## src/rtl/memory_stage.sv

```systemverilog
// MEM pipeline stage: issues data-bus requests via a 2-state FSM, aligns store lanes,
// extends load data and registers the MEM/WB payload. Holds stallM while an access is pending.
package memory_stage_pkg;
  typedef struct packed {
    logic        valid;
    logic [31:0] raw_instr;
    logic [63:0] pc;
    logic        regwrite;
    logic        memtoreg;
    logic        memread;
    logic        memwrite;
    logic [63:0] aluout;
    logic [4:0]  dst;
    logic [63:0] writedata;
  } execute_data_t;

  typedef struct packed {
    logic        valid;
    logic [31:0] raw_instr;
    logic [63:0] pc;
    logic        regwrite;
    logic        memtoreg;
    logic [63:0] aluout;
    logic [4:0]  dst;
    logic [63:0] readdata;
    logic        skip;
  } memory_data_t;
endpackage

module memory_stage
  import memory_stage_pkg::*;
#(
  parameter int MMIO_BIT = 31
) (
  input  logic          clk,
  input  logic          reset,
  input  execute_data_t dataE,
  output logic          dreq_valid,
  output logic [63:0]   dreq_addr,
  output logic [2:0]    dreq_size,
  output logic [7:0]    dreq_strobe,
  output logic [63:0]   dreq_data,
  input  logic          dresp_data_ok,
  input  logic [63:0]   dresp_data,
  output logic          stallM,
  output logic          misalign,
  output memory_data_t  dataM
);

  typedef enum logic {S_IDLE = 1'b0, S_WAIT = 1'b1} state_t;

  state_t       r_state, w_next;
  memory_data_t r_dataM;

  logic        w_memop;
  logic [2:0]  w_f3;
  logic [1:0]  w_size;
  logic [2:0]  w_off;
  logic        w_aligned;
  logic        w_complete;
  logic [7:0]  w_mask;
  logic [63:0] w_raw;
  logic [63:0] w_readdata;

  assign w_memop = dataE.valid & (dataE.memread | dataE.memwrite);
  assign w_f3    = dataE.raw_instr[14:12];
  assign w_size  = w_f3[1:0];
  assign w_off   = dataE.aluout[2:0];

  always_comb begin
    w_aligned = 1'b0;
    w_mask    = 8'h00;
    case (w_size)
      2'd0: begin w_aligned = 1'b1;               w_mask = 8'h01; end
      2'd1: begin w_aligned = ~w_off[0];          w_mask = 8'h03; end
      2'd2: begin w_aligned = (w_off[1:0] == 2'd0); w_mask = 8'h0F; end
      default: begin w_aligned = (w_off == 3'd0); w_mask = 8'hFF; end
    endcase
  end

  // Request fields come straight from dataE, which upstream holds stable during WAIT.
  assign dreq_addr   = dataE.aluout;
  assign dreq_size   = {1'b0, w_size};
  assign dreq_strobe = (dataE.valid & dataE.memwrite) ? (w_mask << w_off) : 8'h00;
  assign dreq_data   = dataE.writedata << {w_off, 3'b000};

  assign w_raw = dresp_data >> {w_off, 3'b000};
  always_comb begin
    w_readdata = 64'd0;
    case (w_f3)
      3'b000: w_readdata = {{56{w_raw[7]}},  w_raw[7:0]};
      3'b001: w_readdata = {{48{w_raw[15]}}, w_raw[15:0]};
      3'b010: w_readdata = {{32{w_raw[31]}}, w_raw[31:0]};
      3'b100: w_readdata = {56'd0, w_raw[7:0]};
      3'b101: w_readdata = {48'd0, w_raw[15:0]};
      3'b110: w_readdata = {32'd0, w_raw[31:0]};
      default: w_readdata = w_raw;
    endcase
  end

  always_ff @(posedge clk or negedge reset) begin
    if (!reset) r_state <= S_IDLE;
    else        r_state <= w_next;
  end

  always_comb begin
    w_next = r_state;
    case (r_state)
      S_IDLE:  if (dreq_valid & ~dresp_data_ok) w_next = S_WAIT;
      default: if (dresp_data_ok) w_next = S_IDLE;
    endcase
  end

  // Outputs are gated by reset so they fall in the same cycle reset asserts.
  always_comb begin
    dreq_valid = 1'b0;
    misalign   = 1'b0;
    if (reset) begin
      case (r_state)
        S_IDLE: begin
          dreq_valid = w_memop & w_aligned;
          misalign   = w_memop & ~w_aligned;
        end
        default: dreq_valid = 1'b1;
      endcase
    end
  end

  assign stallM     = dreq_valid & ~dresp_data_ok;
  assign w_complete = dreq_valid & dresp_data_ok;

  always_ff @(posedge clk or negedge reset) begin
    if (!reset) begin
      r_dataM <= '0;
    end else if (stallM) begin
      r_dataM.valid    <= 1'b0;
      r_dataM.regwrite <= 1'b0;
    end else begin
      r_dataM.valid     <= dataE.valid;
      r_dataM.raw_instr <= dataE.raw_instr;
      r_dataM.pc        <= dataE.pc;
      r_dataM.regwrite  <= dataE.regwrite & ~misalign;
      r_dataM.memtoreg  <= dataE.memtoreg;
      r_dataM.aluout    <= dataE.aluout;
      r_dataM.dst       <= dataE.dst;
      r_dataM.readdata  <= (w_complete & dataE.memread) ? w_readdata : 64'd0;
      r_dataM.skip      <= w_memop & ~dataE.aluout[MMIO_BIT];
    end
  end

  assign dataM = r_dataM;

endmodule

```

## config.mk

```make
export PLATFORM = sky130hd
export DESIGN_NAME = memory_stage
export DESIGN_NICKNAME = d
export VERILOG_FILES = /design/src/rtl/memory_stage.sv
export SDC_FILE = /design/constraint.sdc
export NUM_CORES = 1
export LEC_CHECK = 0
export BUFFER_PORTS_ARGS = -buffer_cell sky130_fd_sc_hd__buf_4
export CAP_MARGIN = 20
export CORE_AREA = 2 2 261 263
export DETAILED_ROUTE_END_ITERATION = 12
export DIE_AREA = 0 0 263 265
export GPL_TIMING_DRIVEN = 0
export PLACE_DENSITY = 0.46
export SYNTH_ARGS = -nofsm -noshare
export SYNTH_HDL_FRONTEND = slang
export SYNTH_SLANG_ARGS = --single-unit
```

## constraint.sdc

```tcl
create_clock -name clk -period 4.3 [get_ports clk]
set_input_delay 0.43 -clock clk [delete_from_list [all_inputs] [get_ports clk]]
set_output_delay 0.43 -clock clk [all_outputs]
set_load 0.02 [all_outputs]
```

==> impl_metrics.ini <==
[timing]
slew_headroom = 0.307
max_freq_mhz = 254
rsz0062_at_grt = no
tightest_slew_ns = 1.04
fin_crit_sh = 0.914
slew_violations = 0
hold_viol_final = 0
setup_viol = 0
finClkSkew_ns = 0.0234
finalCriticalPeriod_ns = 3.93

[place]
postPlaceCellArea_sq_um = 19100
dp_hpwl_um = 54900
portBuffers = 671
gp_congestion = 0.884

[synthesis]
avgSynthCellArea_sq_um = 11.4
syn_area_sq_um = 12900
netlist-cell-type-count = 48
synth_seq_cells = 234
syn_nets = 1430
synthCells = 1129
seq_area_frac_synth = 0.453
ys_warn_count = 0

[global_route]
antenna_found_initial = 3
grt_pass1_wl_um = 94900
grt_overflow_total = 0
grt_pass1_vias = 12500
grt_usage = 0.186
grt_max_degree = 114

[floorplan]
die-area_sq_um = 69700
design.portCount = 676
rows = 95
initial_core_util = 0.193
die_x_um = 263
coreArea_sq_um = 66800
fp.dieH_um = 265

[clocking]
tritoncts = yes
cts_buffer_depth = 3
root_buffer = clkbuf_16
clkSinkCount = 234
clkLatencyLatePin_ns = 0.57
htreeDepth = 1
cts_buffers = 27
path_clk_slew_ns = 0.06

[run]
maxCapViolCount = 0

[routing]
vias = 12100
drtIter0Drc = 529
routedWlPerCell_um = 24.8
first_pass_iters = 5
routed_via_density = 4.42
drc = 0
postRouteAntennaNets = 0
wl_um = 67600

[setup_path]
reg2reg_depth = 4
crit_type = input port to primary output
cp_data_required_time_ns = 3.87
end_kind = primary output
start_kind = input port
cp.arrival_ns = 3.50
cp_max_fo = 10

[layout]
n_fill_cell = 7014
drive_above_1_share = 0.584
area_delta_synth_final_pct = 55.1
nets = 2133
final_cell_area_sq_um = 20000

[power_and_ir_drop]
ir_drop_mv = 0.271
powerDensity_nw_per_um2 = 320
leakagePower_nw = 9.50
power.total_mw = 6.41

[hold_path]
hp-class = input port to flop
min_path_cells = 2

[status]
status = finished, final reports clean
final cells by class:
| class | instances | area [sq um] | area share |
|---|---|---|---|
| sequential | 234 | 5860 | 0.292 |
| clock buffer | 40 | 805 | 0.0402 |
| buffer | 159 | 942 | 0.0471 |
| clock inverter | 9 | 95.1 | 0.00475 |
| timing repair buffer | 674 | 5110 | 0.255 |
| inverter | 25 | 93.8 | 0.00469 |
| tap | 873 | 1090 | 0.0546 |
| multi-input combinational | 711 | 6020 | 0.301 |
| antenna | 3 | 7.51 | 0.000375 |
Yosys cell counts, drive strengths merged:
| master | number | area share |
|---|---|---|
| conb | 1 | 0.00029 |
| nand2b | 3 | 0.0015 |
| nand4 | 1 | 0.00048 |
| nor4b | 1 | 0.00068 |
| o32a | 1 | 0.00078 |
| o211ai | 10 | 0.0058 |
| nand3b | 1 | 0.00058 |
| and2 | 26 | 0.013 |
| a31oi | 1 | 0.0016 |
| a21oi | 42 | 0.017 |
| mux2 | 207 | 0.18 |
| or2 | 3 | 0.0015 |
| dfrtp | 234 | 0.45 |
| o211a | 1 | 0.00078 |
| a22oi | 1 | 0.00058 |
| nor3b | 2 | 0.0012 |
| o21bai | 1 | 0.00058 |
| mux4 | 38 | 0.066 |
| o21ai | 67 | 0.026 |
| o21a | 13 | 0.0076 |
| o22a | 2 | 0.0014 |
| o41a | 1 | 0.00087 |
| or4 | 1 | 0.00058 |
| clkbuf | 40 | 0.012 |
| a221o | 15 | 0.012 |
| nand2 | 89 | 0.026 |
| mux2i | 43 | 0.033 |
| a22o | 33 | 0.022 |
| or3b | 1 | 0.00068 |
| a21o | 1 | 0.00058 |
| inv | 25 | 0.0073 |
| nor2b | 5 | 0.0024 |
| buf | 119 | 0.061 |
| a2111oi | 1 | 0.00068 |
| a211oi | 4 | 0.0023 |
| nand3 | 1 | 0.00039 |
| o221a | 1 | 0.00087 |
| o22ai | 25 | 0.012 |
| nor3 | 6 | 0.0023 |
| a211o | 8 | 0.0054 |
| nor2 | 53 | 0.015 |
| o31ai | 1 | 0.00058 |
layout by cell type, fill, tap and decap left out, drive strengths merged, types with 2 or more instances in the layout:
| cell type | instances |
|---|---|
| buf | 791 |
| dfrtp | 234 |
| mux2 | 207 |
| nand2 | 89 |
| clkbuf | 81 |
| o21ai | 67 |
| nor2 | 53 |
| mux2i | 43 |
| a21oi | 42 |
| mux4 | 38 |
| a22o | 33 |
| inv | 26 |
| and2 | 26 |
| o22ai | 25 |
| a221o | 15 |
| o21a | 13 |
| o211ai | 10 |
| a211o | 8 |
| nor3 | 6 |
| clkinv | 6 |
| nor2b | 5 |
| a211oi | 4 |
| diode | 3 |
| or2 | 3 |
| nand2b | 3 |
| nor3b | 2 |
| o22a | 2 |
state kept, by name, indices dropped and copies added, names as in the netlist:
name     count
dataM      233
r_state      1
kinds of logic after synthesis:
group | Yosys count | synth area share
flops | 234 | 0.453
compound gates | 229 | 0.120
mux | 288 | 0.280
simple gates | 193 | 0.0661
buf+inv | 184 | 0.0801
other cells | 1 | 0.000290
layer usage:
layer	wire, um	track usage
met5	44	0
met4	1190	0.0394
met3	4500	0.0398
met2	34800	0.340
met1	27000	0.222
final timing paths:
path                       startpoint       endpoint  slack, ns
max reg2reg                   r_state      dataM[12]       1.94
min reg2reg                dataM[213]     dataM[213]       0.49
min                        dataE[171]     dataM[170]       0.08
max in group asynchronous       reset     dataM[229]       2.63
min in group asynchronous       reset      dataM[63]       0.29
max                         dataE[70]  dreq_data[40]       0.37
timing repair:
action	in CTS	in global routing
hold buffers	1	0
setup endpoints to repair	0	10
endpoints found under the hold margin	24	0
buffers inserted	0	0
gates resized for setup	0	2
metrics by stage:
stage	util	std cells	TNS [ns]	setup WS [ns]	hold slack (ns)
after global placement	0.285	2673	-55.40	-0.815	0.469
after global routing	0.300	2725	0	0.150	0.0431
after detailed placement	0.286	2675	0	0.0250	0.289
after floorplan	-	1129	0	1.19	0.134
after CTS	0.300	2725	0	0.0142	0.0328
final	0.300	2728	0	0.370	0.0800
critical path: stages:
cell,delay (ns)
clkbuf_1,0.28
buf_2,0.40
buf_2,0.42
clkbuf_1,0.49
clkbuf_2,0.45
clkbuf_1,0.57
o22ai_1,0.20
buf_4,0.22
power by group:
group,internal (mW),switching (mW),total (mW),leakage (nW)
clock,1.36,0.976,2.33,0.444
sequential,2.33,0.0637,2.39,2.88
combinational,0.774,0.909,1.68,6.18
Note: power is estimated with default switching activity, not from simulation.
